==> src/rtl/ram_arb_pkg.sv <==
// Shared encodings for the ram_arb fetch/LSU single-port RAM arbiter.
package ram_arb_pkg;

    localparam logic [1:0] SZ_BYTE = 2'd0;
    localparam logic [1:0] SZ_HALF = 2'd1;
    localparam logic [1:0] SZ_WORD = 2'd2;

    typedef enum logic [1:0] {
        ST_IDLE   = 2'd0,
        ST_RSP_IF = 2'd1,
        ST_RSP_LS = 2'd2
    } rsp_state_t;

    localparam logic [3:0] MASK_BYTE = 4'b0001;
    localparam logic [3:0] MASK_HALF = 4'b0011;
    localparam logic [3:0] MASK_WORD = 4'b1111;

    // True when the access cannot be served by a single aligned RAM word.
    function automatic logic is_bad_access(input logic [1:0] size, input logic [1:0] off);
        case (size)
            SZ_BYTE: is_bad_access = 1'b0;
            SZ_HALF: is_bad_access = off[0];
            SZ_WORD: is_bad_access = (off != 2'b00);
            default: is_bad_access = 1'b1;
        endcase
    endfunction

endpackage

==> src/rtl/ram_arb_ldext.sv <==
// Load extension: aligns the RAM word by byte offset, truncates to size, sign/zero-extends.
module ram_arb_ldext
    import ram_arb_pkg::*;
(
    input  logic [1:0]  off,
    input  logic [1:0]  size,
    input  logic        uns,
    input  logic [31:0] word,
    output logic [31:0] data
);

    logic [31:0] sh;

    assign sh = word >> {off, 3'b000};

    always_comb begin
        data = sh;
        case (size)
            SZ_BYTE: data = {{24{~uns & sh[7]}}, sh[7:0]};
            SZ_HALF: data = {{16{~uns & sh[15]}}, sh[15:0]};
            default: data = sh;
        endcase
    end

endmodule

==> src/rtl/ram_arb.sv <==
// Fetch/LSU arbiter in front of a byte-lane RAM with one-cycle read latency.
// Optional macro RAM_ARB_RR_EN: round-robin on contention instead of fixed LSU priority.
module ram_arb
    import ram_arb_pkg::*;
#(
    parameter int AW = 32,
    parameter int DW = 32
) (
    input  logic          clk,
    input  logic          rstn,
    input  logic          if_req,
    input  logic [AW-1:0] if_addr,
    output logic          if_gnt,
    output logic          if_rvalid,
    output logic [DW-1:0] if_rdata,
    input  logic          ls_req,
    input  logic          ls_we,
    input  logic [1:0]    ls_size,
    input  logic          ls_unsigned,
    input  logic [AW-1:0] ls_addr,
    input  logic [DW-1:0] ls_wdata,
    output logic          ls_gnt,
    output logic          ls_rvalid,
    output logic          ls_err,
    output logic [DW-1:0] ls_rdata,
    output logic [3:0]    ram_wen,
    output logic [AW-1:0] ram_waddr,
    output logic [AW-1:0] ram_raddr,
    output logic [DW-1:0] ram_wdata,
    output logic          ram_ren,
    input  logic [DW-1:0] ram_rdata
);

    rsp_state_t  state, state_nxt;
    logic        contend, ls_bad;
    logic [1:0]  off_q, size_q;
    logic        uns_q, we_q, err_q;
    logic [31:0] ld_data;
    logic        unused_addr;

    assign unused_addr = ^if_addr[1:0];
    assign contend     = rstn & if_req & ls_req;
    assign ls_bad      = is_bad_access(ls_size, ls_addr[1:0]);

`ifdef RAM_ARB_RR_EN
    // ptr_if=1 means fetch wins the next contended cycle.
    logic ptr_if;

    always_ff @(posedge clk or negedge rstn) begin
        if (!rstn)        ptr_if <= 1'b1;
        else if (contend) ptr_if <= ~ptr_if;
    end

    assign if_gnt = rstn & if_req & (~ls_req | ptr_if);
    assign ls_gnt = rstn & ls_req & (~if_req | ~ptr_if);
`else
    assign if_gnt = rstn & if_req & ~ls_req;
    assign ls_gnt = rstn & ls_req;
`endif

    // RAM request side: grant gates every enable so idle cycles stay quiet.
    assign ram_ren   = if_gnt | (ls_gnt & ~ls_we & ~ls_bad);
    assign ram_raddr = ls_gnt ? {ls_addr[AW-1:2], 2'b00} : {if_addr[AW-1:2], 2'b00};
    assign ram_waddr = {ls_addr[AW-1:2], 2'b00};

    always_comb begin
        ram_wen   = 4'b0000;
        ram_wdata = ls_wdata;
        case (ls_size)
            SZ_BYTE: ram_wdata = {4{ls_wdata[7:0]}};
            SZ_HALF: ram_wdata = {2{ls_wdata[15:0]}};
            default: ram_wdata = ls_wdata;
        endcase
        if (ls_gnt && ls_we && !ls_bad) begin
            case (ls_size)
                SZ_BYTE: ram_wen = MASK_BYTE << ls_addr[1:0];
                SZ_HALF: ram_wen = MASK_HALF << {ls_addr[1], 1'b0};
                default: ram_wen = MASK_WORD;
            endcase
        end
    end

    // LSU attributes needed to format the response one cycle later.
    always_ff @(posedge clk or negedge rstn) begin
        if (!rstn) begin
            off_q  <= 2'b00;
            size_q <= SZ_BYTE;
            uns_q  <= 1'b0;
            we_q   <= 1'b0;
            err_q  <= 1'b0;
        end else if (ls_gnt) begin
            off_q  <= ls_addr[1:0];
            size_q <= ls_size;
            uns_q  <= ls_unsigned;
            we_q   <= ls_we;
            err_q  <= ls_bad;
        end
    end

    always_ff @(posedge clk or negedge rstn) begin
        if (!rstn) state <= ST_IDLE;
        else       state <= state_nxt;
    end

    always_comb begin
        state_nxt = ST_IDLE;
        if (ls_gnt)      state_nxt = ST_RSP_LS;
        else if (if_gnt) state_nxt = ST_RSP_IF;
    end

    ram_arb_ldext u_ldext (
        .off  (off_q),
        .size (size_q),
        .uns  (uns_q),
        .word (ram_rdata),
        .data (ld_data)
    );

    always_comb begin
        if_rvalid = 1'b0;
        if_rdata  = '0;
        ls_rvalid = 1'b0;
        ls_err    = 1'b0;
        ls_rdata  = '0;
        case (state)
            ST_RSP_IF: begin
                if_rvalid = 1'b1;
                if_rdata  = ram_rdata;
            end
            ST_RSP_LS: begin
                ls_rvalid = 1'b1;
                ls_err    = err_q;
                if (!err_q && !we_q) ls_rdata = ld_data;
            end
            default: ;
        endcase
    end

endmodule

==> config.mk <==
export PLATFORM = sky130hd
export DESIGN_NAME = ram_arb
export DESIGN_NICKNAME = d
export VERILOG_FILES = /design/src/rtl/ram_arb_pkg.sv /design/src/rtl/ram_arb_ldext.sv /design/src/rtl/ram_arb.sv
export SDC_FILE = /design/constraint.sdc
export NUM_CORES = 1
export LEC_CHECK = 0
export ABC_AREA = 0
export BUFFER_PORTS_ARGS = -buffer_cell sky130_fd_sc_hd__clkbuf_2
export CORE_AREA = 4 4 117 119
export CTS_BUF_LIST = sky130_fd_sc_hd__clkbuf_16
export CTS_CLUSTER_DIAMETER = 120
export CTS_CLUSTER_SIZE = 25
export DETAILED_ROUTE_END_ITERATION = 10
export DIE_AREA = 0 0 121 123
export MAX_ROUTING_LAYER = met4
export PLACE_DENSITY = 0.59
export SKIP_LAST_GASP = 1
export SLEW_MARGIN = 20
export SYNTH_ARGS = -nofsm -noshare
export SYNTH_HDL_FRONTEND = slang
export SYNTH_HIERARCHICAL = 1
export SYNTH_SLANG_ARGS = --single-unit
export TNS_END_PERCENT = 20
==> constraint.sdc <==
create_clock -name clk -period 2.12 [get_ports clk]
set_clock_uncertainty 0.2 [all_clocks]
set_input_delay 0.424 -clock clk [delete_from_list [all_inputs] [get_ports clk]]
set_output_delay 0.424 -clock clk [all_outputs]
set_load 0.005 [all_outputs]
==> summary.md <==
| Metric | Value |
|---|---|
| Outcome | `finished with violations` |
| Failing checks | `setup timing` |
| CTS root buf | `clkbuf_16` |
| Total Power | `0.00167 W` |
| Core area | `12,600 um^2` |
| I/O pins | `306` |
| DRC Markers | `0` |
| Combinational Power Share | `67.2%` |
| Clk_lat worst skew | `between 0.2 and 0.25 ns` |
| Final setup viols | `31` |
| Final #Nets | `around 760` |
| Yosys reg bits | `9` |
| Initial antenna violation count | `0` |
| Setup ws final | `-0.282 ns` |
| DR vias/cell | `~4.3` |
| Setup tns final | `-6.81 ns` |
| Routed wire length per instance | `between 10 and 15 um` |
| Hold Path Depth | `2` |
| Leakage dissipation | `2.55 nW` |
| Warnings from Yosys | `6` |
| Die area | `about 15,000 um^2` |
| TritonRoute pass-1 iters | `4` |
| Layout area overhead | `61.9%` |
| # rows | `41` |
| CP Launch Type | `flip-flop` |
| FILL cells | `1,368` |
| Ant. Diodes | `0` |
| GPL Wtd Cong | `about 0.78` |
| Sequential power share | `13.4%` |
| Max cap viols | `0` |
| Initial Util | `22.3%` |
| Final hold vios | `0` |
| Port bufs | `299` |
| Yosys top cell by area | `and2_1` |
| Synthesized area per cell | `8.21 um^2` |
| PwrDens | `368 nW/um^2` |
| Vias after detailed routing | `3,410` |
| Kind of end point of the critical path | `output pin` |
| WS Path Type | `reg -> out` |
| CP Data Required Time | `1.50 ns` |
| Fin crit period | `2.40 ns` |
| Die Ht | `123 um` |
| Remaining global-route overflow | `0` |
| Arrival @ worst endpoint | `between 1.5 and 2 ns` |
| Post-Syn Area | `~2800 um^2` |
| Yosys top cell area share | `14.5%` |
| CTS Sinks | `9` |
| Seq/Total Area, Yosys | `~8%` |
| Vias in the first global route | `about 3,200` |
| Number of H-tree levels | `1` |
| Post-Route WL | `11.5 mm` |
| Dpl hpwl | `10.0 mm` |
| Clock buffer depth | `2` |
| Die X | `121 um` |
| Final Core Density | `36.2%` |
| CTS Buf Count | `3` |
| Area occupied by multi-input gates | `roughly 2100 um^2` |
| Max Slew Vio Count | `0` |
| RSZ-0062 raised after global routing | `true` |
| Fin area | `4550 um^2` |
| Setup WS pre-CTS | `-0.117 ns` |
| Largest net degree at the start of global routing | `38` |
| Reg area | `226 um^2` |
| Clock-pin slew on the worst setup and hold paths | `0.04 ns` |
| Fin crit share | `113%` |
| Maximum vdd ir drop | `0.000189 V` |
| First-pass GRT wire length | `between 15 and 20 mm` |
| Yosys cell types | `42` |
| Power Internal | `0.00105 W` |
| Crit path max fanout | `8` |
| DP Area | `4380 um^2` |
| Final ANT Viol Nets | `0` |
| Clk pwr share | `between 10% and 20%` |
| R2R cell count | `1` |
| Post-synth ARST share | `100%` |
| Synthesized instance count | `342` |
| Sw frac | `37.3%` |
| Prevailing post-synth register cell | `dfrtp_1` |
| CTS tree | `done` |
| Min-delay worst type | `in -> reg` |
| 1st-iter DRT viols | `120` |
| Layout cell share with drive strength beyond 1 | `68.4%` |
| Gr usage total | `14.1%` |
| Fmax | `around 420 MHz` |
| Post-synth EDFFs | `0` |
| P_sw | `0.000624 W` |
| Largest cells by area after synthesis | `and2_1 (14%), mux2_2 (14%), buf_4 (12%)` |
[metrics by stage]
| step | hold slack [ns] | instances |
|---|---|---|
| floorplan | -0.0716 | 345 |
| global placement | 0.177 | 785 |
| detailed placement | 0.178 | 785 |
| CTS | 0.211 | 790 |
| global route | 0.228 | 792 |
| finish | 0.218 | 792 |
[cell usage after synthesis (5+ instances only)]
library cell,number
a21oi_1,24
and2_1,65
nor2b_1,9
o21ai_0,9
nor2_1,7
buf_2,9
or2_2,9
nand2_1,14
o2bb2ai_1,8
buf_4,46
dfrtp_1,9
a211oi_1,7
mux2_4,18
clkbuf_1,5
buf_6,5
mux2_2,36
o22ai_1,8
mux2i_1,24
[critical path, cell delays in order (launching register included)]
cell	delay [ns]
dfrtp_2	0.45
mux2_4	0.35
a221oi_4	0.28
buf_6	0.17
a21oi_1	0.04
and2_1	0.13
clkbuf_2	0.11
[worst paths after layout]
check                               end  slack, ns     start
min                            state[0]       0.22    ls_req
max                        ls_rdata[14]      -0.28  off_q[1]
min reg2reg                        we_q       0.33      we_q
max reg2reg                    off_q[1]       1.07  off_q[1]
max in group asynchronous      off_q[1]       0.83      rstn
min in group asynchronous         err_q       0.57      rstn
[layout make-up]
type / instances / area share [%]
clock buffer: 3 / 1.65
clock inverter: 1 / 0.0826
inverter: 2 / 0.165
tap: 172 / 4.73
multi-input combinational: 265 / 46.8
timing repair buffer: 340 / 41.6
sequential: 9 / 4.98
[sequential cells by signal, indices dropped and copies added, names as in the netlist]
signal  flops
off_q       2
we_q        1
state       2
size_q      2
err_q       1
uns_q       1
[cells in the final DEF, fill, tap and decap left out, types with 2 or more instances in the layout]
cell type / count
a21oi_1: 22
and2_1: 64
nand2_2: 2
o22ai_1: 8
nor3_1: 2
or2_2: 9
mux2_2: 36
a211oi_1: 7
nor2b_4: 2
conb_1: 4
o21ai_0: 9
buf_4: 31
o2bb2ai_1: 8
clkbuf_2: 298
dfrtp_1: 8
a21oi_2: 2
nor2_2: 2
nor2_1: 7
buf_6: 5
mux2i_1: 24
buf_12: 5
clkbuf_16: 3
mux2_4: 18
nor2b_1: 8
nand2_1: 14
inv_1: 2
[repair_timing]
action                                  4_1_cts  5_1_grt
endpoints found under the hold margin         9        0
gates resized for setup                       5        9
hold buffers                                  1        0
pin swaps                                     1        2
setup buffers                                 0        2
endpoints found under the setup margin       32       32
cloned                                        0        0
[cell families (layout without fill, tap and decap cells)]
logic type / Yosys count / count (layout) / share of synthesized area [%]
flops: 9 / 9 / 8.02
buf+inv: 71 / 346 / 17.5
mux: 78 / 78 / 32.6
simple gates: 119 / 119 / 25.7
xor+xnor: 2 / 2 / 0.624
compound gates: 62 / 62 / 15.4
other cells: 1 / 4 / 0.134
[power by group through the flow]
stage | clock (W) | combinational [W] | sequential [W]
after floorplan | 0 | 0.000655 | 0.000213
after global placement | 0 | 0.00108 | 0.000226
after detailed placement | 0 | 0.00108 | 0.000227
after CTS | 0.000338 | 0.00110 | 0.000226
after global routing | 0.000350 | 0.00124 | 0.000229
final | 0.000324 | 0.00113 | 0.000225
[per-layer routing]
| metal | wire length [um] | global-route usage (%) | up-vias | part of all wire, % |
|---|---|---|---|---|
| li1 | - | - | 1699 | - |
| met1 | 4720 | 17.5 | 1546 | 41 |
| met2 | 5940 | 25.8 | 165 | 52 |
| met3 | 835 | 1.74 | 0 | 7.3 |
| met4 | 0 | 0.850 | 0 | 0 |
| met5 | 0 | - | - | 0 |
(Power assumes the default switching activity.)
